`config.mk`:
```
export PLATFORM = sky130hd
export DESIGN_NAME = uart_rx_ctrl
export DESIGN_NICKNAME = d
export VERILOG_FILES = /design/src/rtl/uart_rx_pkg.sv /design/src/rtl/uart_rx_sampler.sv /design/src/rtl/uart_rx_ctrl.sv
export SDC_FILE = /design/constraint.sdc
export NUM_CORES = 1
export LEC_CHECK = 0
export ABC_CLOCK_PERIOD_IN_PS = 4700
export BUFFER_PORTS_ARGS = -buffer_cell sky130_fd_sc_hd__buf_2
export CAP_MARGIN = 30
export CORE_MARGIN = 2
export CORE_UTILIZATION = 55
export DETAILED_ROUTE_END_ITERATION = 7
export MAX_ROUTING_LAYER = met4
export PLACE_DENSITY = 0.79
export SLEW_MARGIN = 20
export SYNTH_ARGS = -nofsm -noshare
export SYNTH_HDL_FRONTEND = slang
export SYNTH_HIERARCHICAL = 1
export SYNTH_SLANG_ARGS = --single-unit
```
`constraint.sdc`:
```
create_clock -name CLK -period 4.7 [get_ports CLK]
set_input_delay 0.235 -clock CLK [delete_from_list [all_inputs] [get_ports CLK]]
set_output_delay 0.235 -clock CLK [all_outputs]
set_load 0.02 [all_outputs]
```
`src/rtl/uart_rx_pkg.sv`:
```
// Shared types and helpers for the UART receive path.
package uart_rx_pkg;

  typedef enum logic [2:0] {
    IDLE,
    START,
    DATA,
    PARITY,
    STOP,
    DONE
  } rx_state_e;

  localparam logic PAR_EVEN = 1'b0;
  localparam logic PAR_ODD  = 1'b1;

  function automatic logic maj3(input logic a, input logic b, input logic c);
    return (a & b) | (a & c) | (b & c);
  endfunction

endpackage

```
`src/rtl/uart_rx_sampler.sv`:
```
// Three-tap majority sampler around the bit centre, with a one-cycle sample-valid pulse
// following the last tap.
module uart_rx_sampler
  import uart_rx_pkg::*;
#(
  parameter int unsigned PRESC_W = 6
) (
  input  logic               CLK,
  input  logic               RST,
  input  logic               RX_IN,
  input  logic [PRESC_W-1:0] edge_count,
  input  logic [PRESC_W-1:0] prescale,
  output logic               sampled,
  output logic               samp_vld
);

  logic [PRESC_W-1:0] half;
  logic               tap0_q, tap1_q, sampled_q;

  assign half = prescale >> 1;

  // The third tap feeds the vote directly, so the result lands one edge after it.
  always_ff @(posedge CLK or posedge RST) begin
    if (RST) begin
      tap0_q    <= 1'b0;
      tap1_q    <= 1'b0;
      sampled_q <= 1'b0;
    end else begin
      if (edge_count == half - PRESC_W'(1)) tap0_q <= RX_IN;
      if (edge_count == half) tap1_q <= RX_IN;
      if (edge_count == half + PRESC_W'(1)) sampled_q <= maj3(tap0_q, tap1_q, RX_IN);
    end
  end

  assign sampled  = sampled_q;
  assign samp_vld = (edge_count == half + PRESC_W'(2));

endmodule

```
`src/rtl/uart_rx_ctrl.sv`:
```
// UART receive control: frame FSM, LSB-first deserializer, parity/stop checks.
// Optional break detection output enabled by defining UART_RX_BREAK_DETECT_EN.
module uart_rx_ctrl
  import uart_rx_pkg::*;
#(
  parameter int unsigned DATA_WIDTH = 8,
  parameter int unsigned PRESC_W    = 6
) (
  input  logic                  CLK,
  input  logic                  RST,
  input  logic                  RX_IN,
  input  logic                  PAR_EN,
  input  logic                  PAR_TYP,
  input  logic [PRESC_W-1:0]    prescale,
  input  logic [PRESC_W-1:0]    edge_count,
  input  logic [3:0]            bit_count,
  output logic                  cnt_enable,
  output logic [DATA_WIDTH-1:0] P_DATA,
  output logic                  data_valid,
  output logic                  par_err,
  output logic                  stp_err
`ifdef UART_RX_BREAK_DETECT_EN
  ,
  output logic                  break_det
`endif
);

  rx_state_e             state_q, state_d;
  logic [DATA_WIDTH-1:0] shift_q, shift_d;
  logic [DATA_WIDTH-1:0] p_data_q, p_data_d;
  logic                  data_valid_q, data_valid_d;
  logic                  par_err_q, par_err_d;
  logic                  stp_err_q, stp_err_d;
  logic                  sampled, samp_vld, edge_done, par_exp;
`ifdef UART_RX_BREAK_DETECT_EN
  logic                  par_bit_q, par_bit_d;
  logic                  break_q, break_d;
`endif

  uart_rx_sampler #(
    .PRESC_W(PRESC_W)
  ) u_sampler (
    .CLK       (CLK),
    .RST       (RST),
    .RX_IN     (RX_IN),
    .edge_count(edge_count),
    .prescale  (prescale),
    .sampled   (sampled),
    .samp_vld  (samp_vld)
  );

  assign edge_done  = (edge_count == prescale - PRESC_W'(1));
  assign cnt_enable = (state_q != IDLE) && (state_q != DONE);
  assign par_exp    = (PAR_TYP == PAR_EVEN) ? ^shift_q : ~^shift_q;

  always_comb begin
    state_d      = state_q;
    shift_d      = shift_q;
    p_data_d     = p_data_q;
    data_valid_d = 1'b0;
    par_err_d    = par_err_q;
    stp_err_d    = stp_err_q;
`ifdef UART_RX_BREAK_DETECT_EN
    par_bit_d    = par_bit_q;
    break_d      = 1'b0;
`endif
    case (state_q)
      IDLE: begin
        if (!RX_IN) begin
          state_d   = START;
          shift_d   = '0;
          par_err_d = 1'b0;
          stp_err_d = 1'b0;
`ifdef UART_RX_BREAK_DETECT_EN
          par_bit_d = 1'b0;
`endif
        end
      end
      START: begin
        // A start bit that reads high at its centre was a glitch.
        if (samp_vld && sampled) begin
          state_d = IDLE;
        end else if (edge_done) begin
          state_d = DATA;
        end
      end
      DATA: begin
        if (samp_vld) begin
          for (int i = 0; i < DATA_WIDTH; i++) begin
            if (bit_count == 4'(i + 1)) shift_d[i] = sampled;
          end
        end
        if (edge_done && bit_count == 4'(DATA_WIDTH)) begin
          state_d = PAR_EN ? PARITY : STOP;
        end
      end
      PARITY: begin
        if (samp_vld) begin
          if (sampled != par_exp) par_err_d = 1'b1;
`ifdef UART_RX_BREAK_DETECT_EN
          par_bit_d = sampled;
`endif
        end
        if (edge_done) state_d = STOP;
      end
      STOP: begin
        // Leave at mid-stop so an immediately following start edge is still seen in IDLE.
        if (samp_vld) begin
          state_d   = DONE;
          stp_err_d = ~sampled;
          if (!par_err_q && sampled) begin
            p_data_d     = shift_q;
            data_valid_d = 1'b1;
          end
`ifdef UART_RX_BREAK_DETECT_EN
          break_d = (shift_q == '0) && !(PAR_EN && par_bit_q) && !sampled;
`endif
        end
      end
      DONE: begin
        state_d = IDLE;
      end
      default: begin
        state_d = IDLE;
      end
    endcase
  end

  // Result registers load on the STOP->DONE edge, so the strobe is visible during DONE.
  always_ff @(posedge CLK or posedge RST) begin
    if (RST) begin
      state_q      <= IDLE;
      shift_q      <= '0;
      p_data_q     <= '0;
      data_valid_q <= 1'b0;
      par_err_q    <= 1'b0;
      stp_err_q    <= 1'b0;
`ifdef UART_RX_BREAK_DETECT_EN
      par_bit_q    <= 1'b0;
      break_q      <= 1'b0;
`endif
    end else begin
      state_q      <= state_d;
      shift_q      <= shift_d;
      p_data_q     <= p_data_d;
      data_valid_q <= data_valid_d;
      par_err_q    <= par_err_d;
      stp_err_q    <= stp_err_d;
`ifdef UART_RX_BREAK_DETECT_EN
      par_bit_q    <= par_bit_d;
      break_q      <= break_d;
`endif
    end
  end

  assign P_DATA     = p_data_q;
  assign data_valid = data_valid_q;
  assign par_err    = par_err_q;
  assign stp_err    = stp_err_q;
`ifdef UART_RX_BREAK_DETECT_EN
  assign break_det  = break_q;
`endif

endmodule

```
# Word-level counts from Yosys, hierarchy flattened
# Cells that the tools add are included.
# word_totals
out_inout_bits	12
reg_bits	25
word_cells	114
input_bits	21
# classes
add_sub_neg	4
eq_ne	35
reduce_logical	24
n_mux	29
bitwise	6
# ops
cell	count
AND reduction 4 bit	9
!= test 2 bit, second input constant	15
== test 6 bit	4
two-way mux 3 bit	7
== test 4 x 3 -> 1 bit, second input constant	4
two-way mux 1 bit	16
two-way mux 8 bit	2
one-hot mux 8 bit (2 select lines)	1
one-hot mux 3 bit (5 select lines)	1
== test 4 x 2 -> 1 bit, second input constant	2
XNOR reduction 8 bit	1
parity 8 bit	1
adder 5 x 1 -> 6 bit, second input constant	1
adder 5 x 2 -> 6 bit, second input constant	1
== test 3 x 2 -> 1 bit, second input constant	2
== test 6 x 5 -> 1 bit	1
!= test 3 bit, second input constant	2
AND reduction 3 bit	2
nonzero test 2 bit	3
subtractor 5 x 1 -> 6 bit, second input constant	1
subtractor 6 x 1 -> 6 bit, second input constant	1
AND reduction 5 bit	1
== test 4 x 1 -> 1 bit, second input constant	1
== test 4 bit, second input constant	1
other kinds (11)	18

# Longest topological paths before layout
# depth
depth_word	6
depth_mapped	11
ltp_nobuf	10

# Hierarchy
# Netlist, hierarchy kept.
# modules_own_cells
mod	area_each_um2	cells_each	seq_area_each_um2	instances
uart_rx_ctrl	1360.1	143	550.5	1
uart_rx_sampler	515.5	62	75.1	1

# Worst setup path after synthesis
# No wires, ideal clock.
# synth_timing
path_kind	input port to flip-flop
start	input edge_count[4]
end	register p_data_q[0], in the netlist P_DATA[0]
setup_ps	125
path_slack_ps	2360
n_path_buf	1
t_required_ps	4575
t_arrival_ps	2216
cell_stages	8
cell_sequence	xnor2_2 > xor2_1 > or3_1 > a21oi_1 > clkbuf_2 > nand2_1 > nor4b_4 > mux2_2
# synth_via
elab_chain_len	2
# synth_rtl
item	line_no	source
from (decl)	uart_rx_ctrl.sv:15	input logic [PRESC_W-1:0] edge_count,
== test 6 bit	uart_rx_sampler.sv:36	assign samp_vld = (edge_count == half + PRESC_W'(2));
net samp_vld	uart_rx_ctrl.sv:34	logic sampled, samp_vld, edge_done, par_exp;
AND reduction 3 bit (no line)	-	
to (signal assigned)	uart_rx_ctrl.sv:145	p_data_q <= p_data_d;
to (decl)	uart_rx_ctrl.sv:30	logic [DATA_WIDTH-1:0] p_data_q, p_data_d;
# The timed path passes the listed nets, and every way through them passes these cells.
# A chain may end at the register's enable or synchronous reset.

# Worst setup path in the final report
# layout_timing
start	input prescale[3]
end	register p_data_q[5], in the netlist P_DATA[5]
# layout_via
elab_chain_len	3
# layout_rtl
item	line_no	source
from (decl)	uart_rx_ctrl.sv:14	input logic [PRESC_W-1:0] prescale,
adder 5 x 2 -> 6 bit	uart_rx_sampler.sv:36	
== test 6 bit	uart_rx_sampler.sv:36	
net samp_vld	uart_rx_ctrl.sv:34	
AND reduction 3 bit (no line)	-	
# The timed path passes the listed nets, and every way through them passes these cells.

==> out/qor.yml <==
sta:
  fin_ws_ns: 1.874
  finalMaxSlewViolations: 0
  hold_ws_ns: 0.2157
  max_freq_mhz: 353.9
  fin_skew_ns: 0.009879
  rsz0062_at_grt: "false"
  finalHoldViolCount: 0
  slew_headroom_pct: 46.79
  setup_viol: 0
  min_period_ns: 2.826
  setup_tns_ns: 0
  worstMarginPinSlew_ns: 0.7972
  period_share_pct: 60.12
logic_synthesis:
  syn_nets: 231
  synth_cells: 205
  synth_seq_area_share_pct: 33.36
  synth_enable_flop_cells: 0
  synth-async-reset-ratio_pct: 100.0
  synth_top_area_share_pct: 33.36
  ys_ff_latch: 25
  ys.flop_type: "dfrtp_1"
  synthTopCellsByArea: "dfrtp_1 (33%), xnor2_1 (9.3%), mux2_2 (7.8%), o21ai_0 (3.7%), nand2_1 (3.6%)"
  yosysTopAreaCell: "dfrtp_1"
  synth_top_cells_by_count: "dfrtp_1 (25), xnor2_1 (20), nand2_1 (18)"
  synthesis.area_um2: 1876
  syn-mean-instance-area_um2: 9.149
  synth.most_common_cell: "dfrtp_1"
  yosysWarnings: 6
  synth_cell_types: 53
worst_setup_path:
  crit_family: "simple AND/OR/NAND/NOR gates"
  cp_num_buf_inv: 1
  crit_slowest_cell: "nor4b_4"
  crit_path_max_incr_delay_ns: 0.64
  critical_path_class: "in -> reg"
  endpoint_kind: "flip-flop"
  path_depth: 9
  reg2reg_slack_ns: 2.73
  critPathArrivalTime_ns: 3.03
  crit_chain: "buf_2, ha_1, nand3_1, xor2_1, nand4_1, a21oi_1, nand2_1, nor4b_4, mux2_2"
  crit_fanout: 10
  crit_required_ns: 4.90
  critPathLaunchType: "input port"
  rr_worst_depth: 3
global_routing:
  grt_pass1_vias: 1584
  track_usage_pct: 22.52
  grt-ovfl-total: 0
  antenna_found_initial: 0
  grt_max_degree: 23
  grt_pass1_wl_mm: 6.900
pwr:
  intPower_w: 0.0003570
  pwr-share-comb_pct: 34.8
  switching_power_w: 0.0002030
  clkPwrFrac_pct: 16.4
  swShare_pct: 36.25
  ir_worst_vdd_uv: 167.3
  total_leakage_power_nw: 0.9313
  power_density_nw_per_um2: 266.9
  pwr-share-seq_pct: 48.7
clock_tree:
  clock_latency_ns: 0.31
  tritoncts: "done"
  clk_pin_slew_worst_paths_ns: 0.12
  cts_buffers: 3
  htreeDepth: 1
  cts_buffer_depth: 2
  cts_sinks: 25
  cts_resized: 0
  cts_root_buffer: "clkbuf_4"
routing:
  dr.pass1.iters: 4
  wl_per_cell_um: 14.04
  drt-total-wl_mm: 3.960
  postRouteAntennaNets: 0
  vias: 1637
  avgViaCountPerCell: 5.805
  dr.first_iter.drc_count: 119
  drc: 0
layout:
  fillers: 288
  design_area_um2: 2098
  finalNonFillerCells: 282
  layout.nets: 263
  area_growth_pct: 11.87
  final-seq-area_um2: 625.6
  antennaDiodeCount: 0
  drive_above_1_share_pct: 23.31
  multi_input_area_um2: 1166
placed_design:
  post-place-ws_ns: 1.633
  dp_cells: 277
  gp_congestion: 0.8813
  port_buffers: 32
  place_area_um2: 2062
  post-dp-hpwl_mm: 3.087
floorplan:
  die_w_um: 62.40
  die_y_um: 62.40
  pin_count: 33
  core-area_um2: 3311
  row_count: 21
  start_util_pct: 56.65
  dieArea_um2: 3893
run:
  maxCapViolCount: 0
status:
  status: "complete, no violations"
worst_hold_path:
  hold_depth: 2
  hp-class: "in -> reg"
==> worst reg2reg max path, delay by kind of cell (launching register included) <==
family	cells	cell delay [ns]
flip-flops	1	0.55
multiplexers	1	0.41
AND/OR/NAND/NOR	2	0.90
==> per-layer routing <==
layer,GRT usage [%],share of wire (%),wire [um],up-vias
li1,-,-,-,794
met2,36.01,47,1857,64
met1,29.31,46,1830,775
met5,-,0,0,-
met3,3.964,5.8,229,4
met4,7.500,1.1,42,0
==> cell families (layout without fill, tap and decap cells) <==
group / Yosys count / count (layout) / share of synthesized area [%]
adders and majority gates: 6 / 6 / 3.869
xor gates and xnor gates: 27 / 27 / 13.01
muxes: 14 / 14 / 8.339
DFF: 25 / 25 / 33.36
AOI/OAI and AO/OA: 43 / 43 / 15.48
and+or+nand+nor: 70 / 70 / 21.48
buffers and inverters: 20 / 51 / 4.470
==> final timing paths <==
kind	from	to
max reg2reg	state_q[1]	P_DATA[5]
min in group asynchronous	RST	u_sampler/tap1_q
max in group asynchronous	RST	P_DATA[6]
max	prescale[3]	P_DATA[5]
min reg2reg	P_DATA[4]	P_DATA[4]
min	bit_count[0]	shift_q[5]
==> through the flow <==
stage	util, %	total power, W
after floorplan	-	0.0004182
after global placement	62.28	0.0004648
after detailed placement	62.28	0.0004695
after CTS	63.38	0.0005635
after global routing	63.38	0.0006017
final	63.38	0.0005600
==> cell usage in the layout, fill, tap and decap left out, types with 2 or more instances in the layout <==
| cell | Yosys | routed |
|---|---|---|
| o31ai_1 | 3 | 3 |
| a21oi_1 | 6 | 6 |
| nand2_1 | 18 | 18 |
| xor2_1 | 6 | 6 |
| nand3_1 | 10 | 10 |
| a32o_1 | 2 | 2 |
| a31oi_1 | 2 | 2 |
| nand4_1 | 3 | 3 |
| o211a_1 | 2 | 2 |
| clkbuf_4 | 0 | 3 |
| nor3_1 | 4 | 4 |
| nor2_1 | 12 | 12 |
| nor4b_1 | 2 | 2 |
| nand4b_1 | 2 | 2 |
| mux2_2 | 13 | 13 |
| ha_1 | 5 | 5 |
| xnor2_1 | 20 | 20 |
| o211ai_1 | 2 | 2 |
| buf_2 | 2 | 32 |
| nand3b_1 | 3 | 3 |
| nor2b_1 | 3 | 3 |
| nand2b_1 | 3 | 3 |
| o21ai_0 | 14 | 14 |
| dfrtp_1 | 25 | 25 |
| inv_1 | 13 | 13 |
==> area by class of cell <==
cell class                      count  share of cell area, %
Multi-Input combinational cell    160                  55.58
Tap cell                           46                  2.743
Inverter                           14                  2.504
Sequential cell                    25                  29.82
Clock buffer                        4                  1.252
Timing Repair Buffer               33                  8.110
==> repair_timing <==
item / in CTS / in global routing
hold buffers: 1 / 0
setup buffers: 0 / 0
endpoints found under the hold margin: 3 / 0
==> power groups by stage <==
stage	registers (W)	logic [W]	clock network [W]
2_1_floorplan	0.000253	0.000165	0
3_3_place_gp	0.000276	0.000189	0
3_5_place_dp	0.000276	0.000193	0
4_1_cts	0.000272	0.000195	0.0000970
5_1_grt	0.000278	0.000217	0.000106
6_report	0.000273	0.000195	0.0000921
No activity file was read; power rests on OpenSTA's default activity.
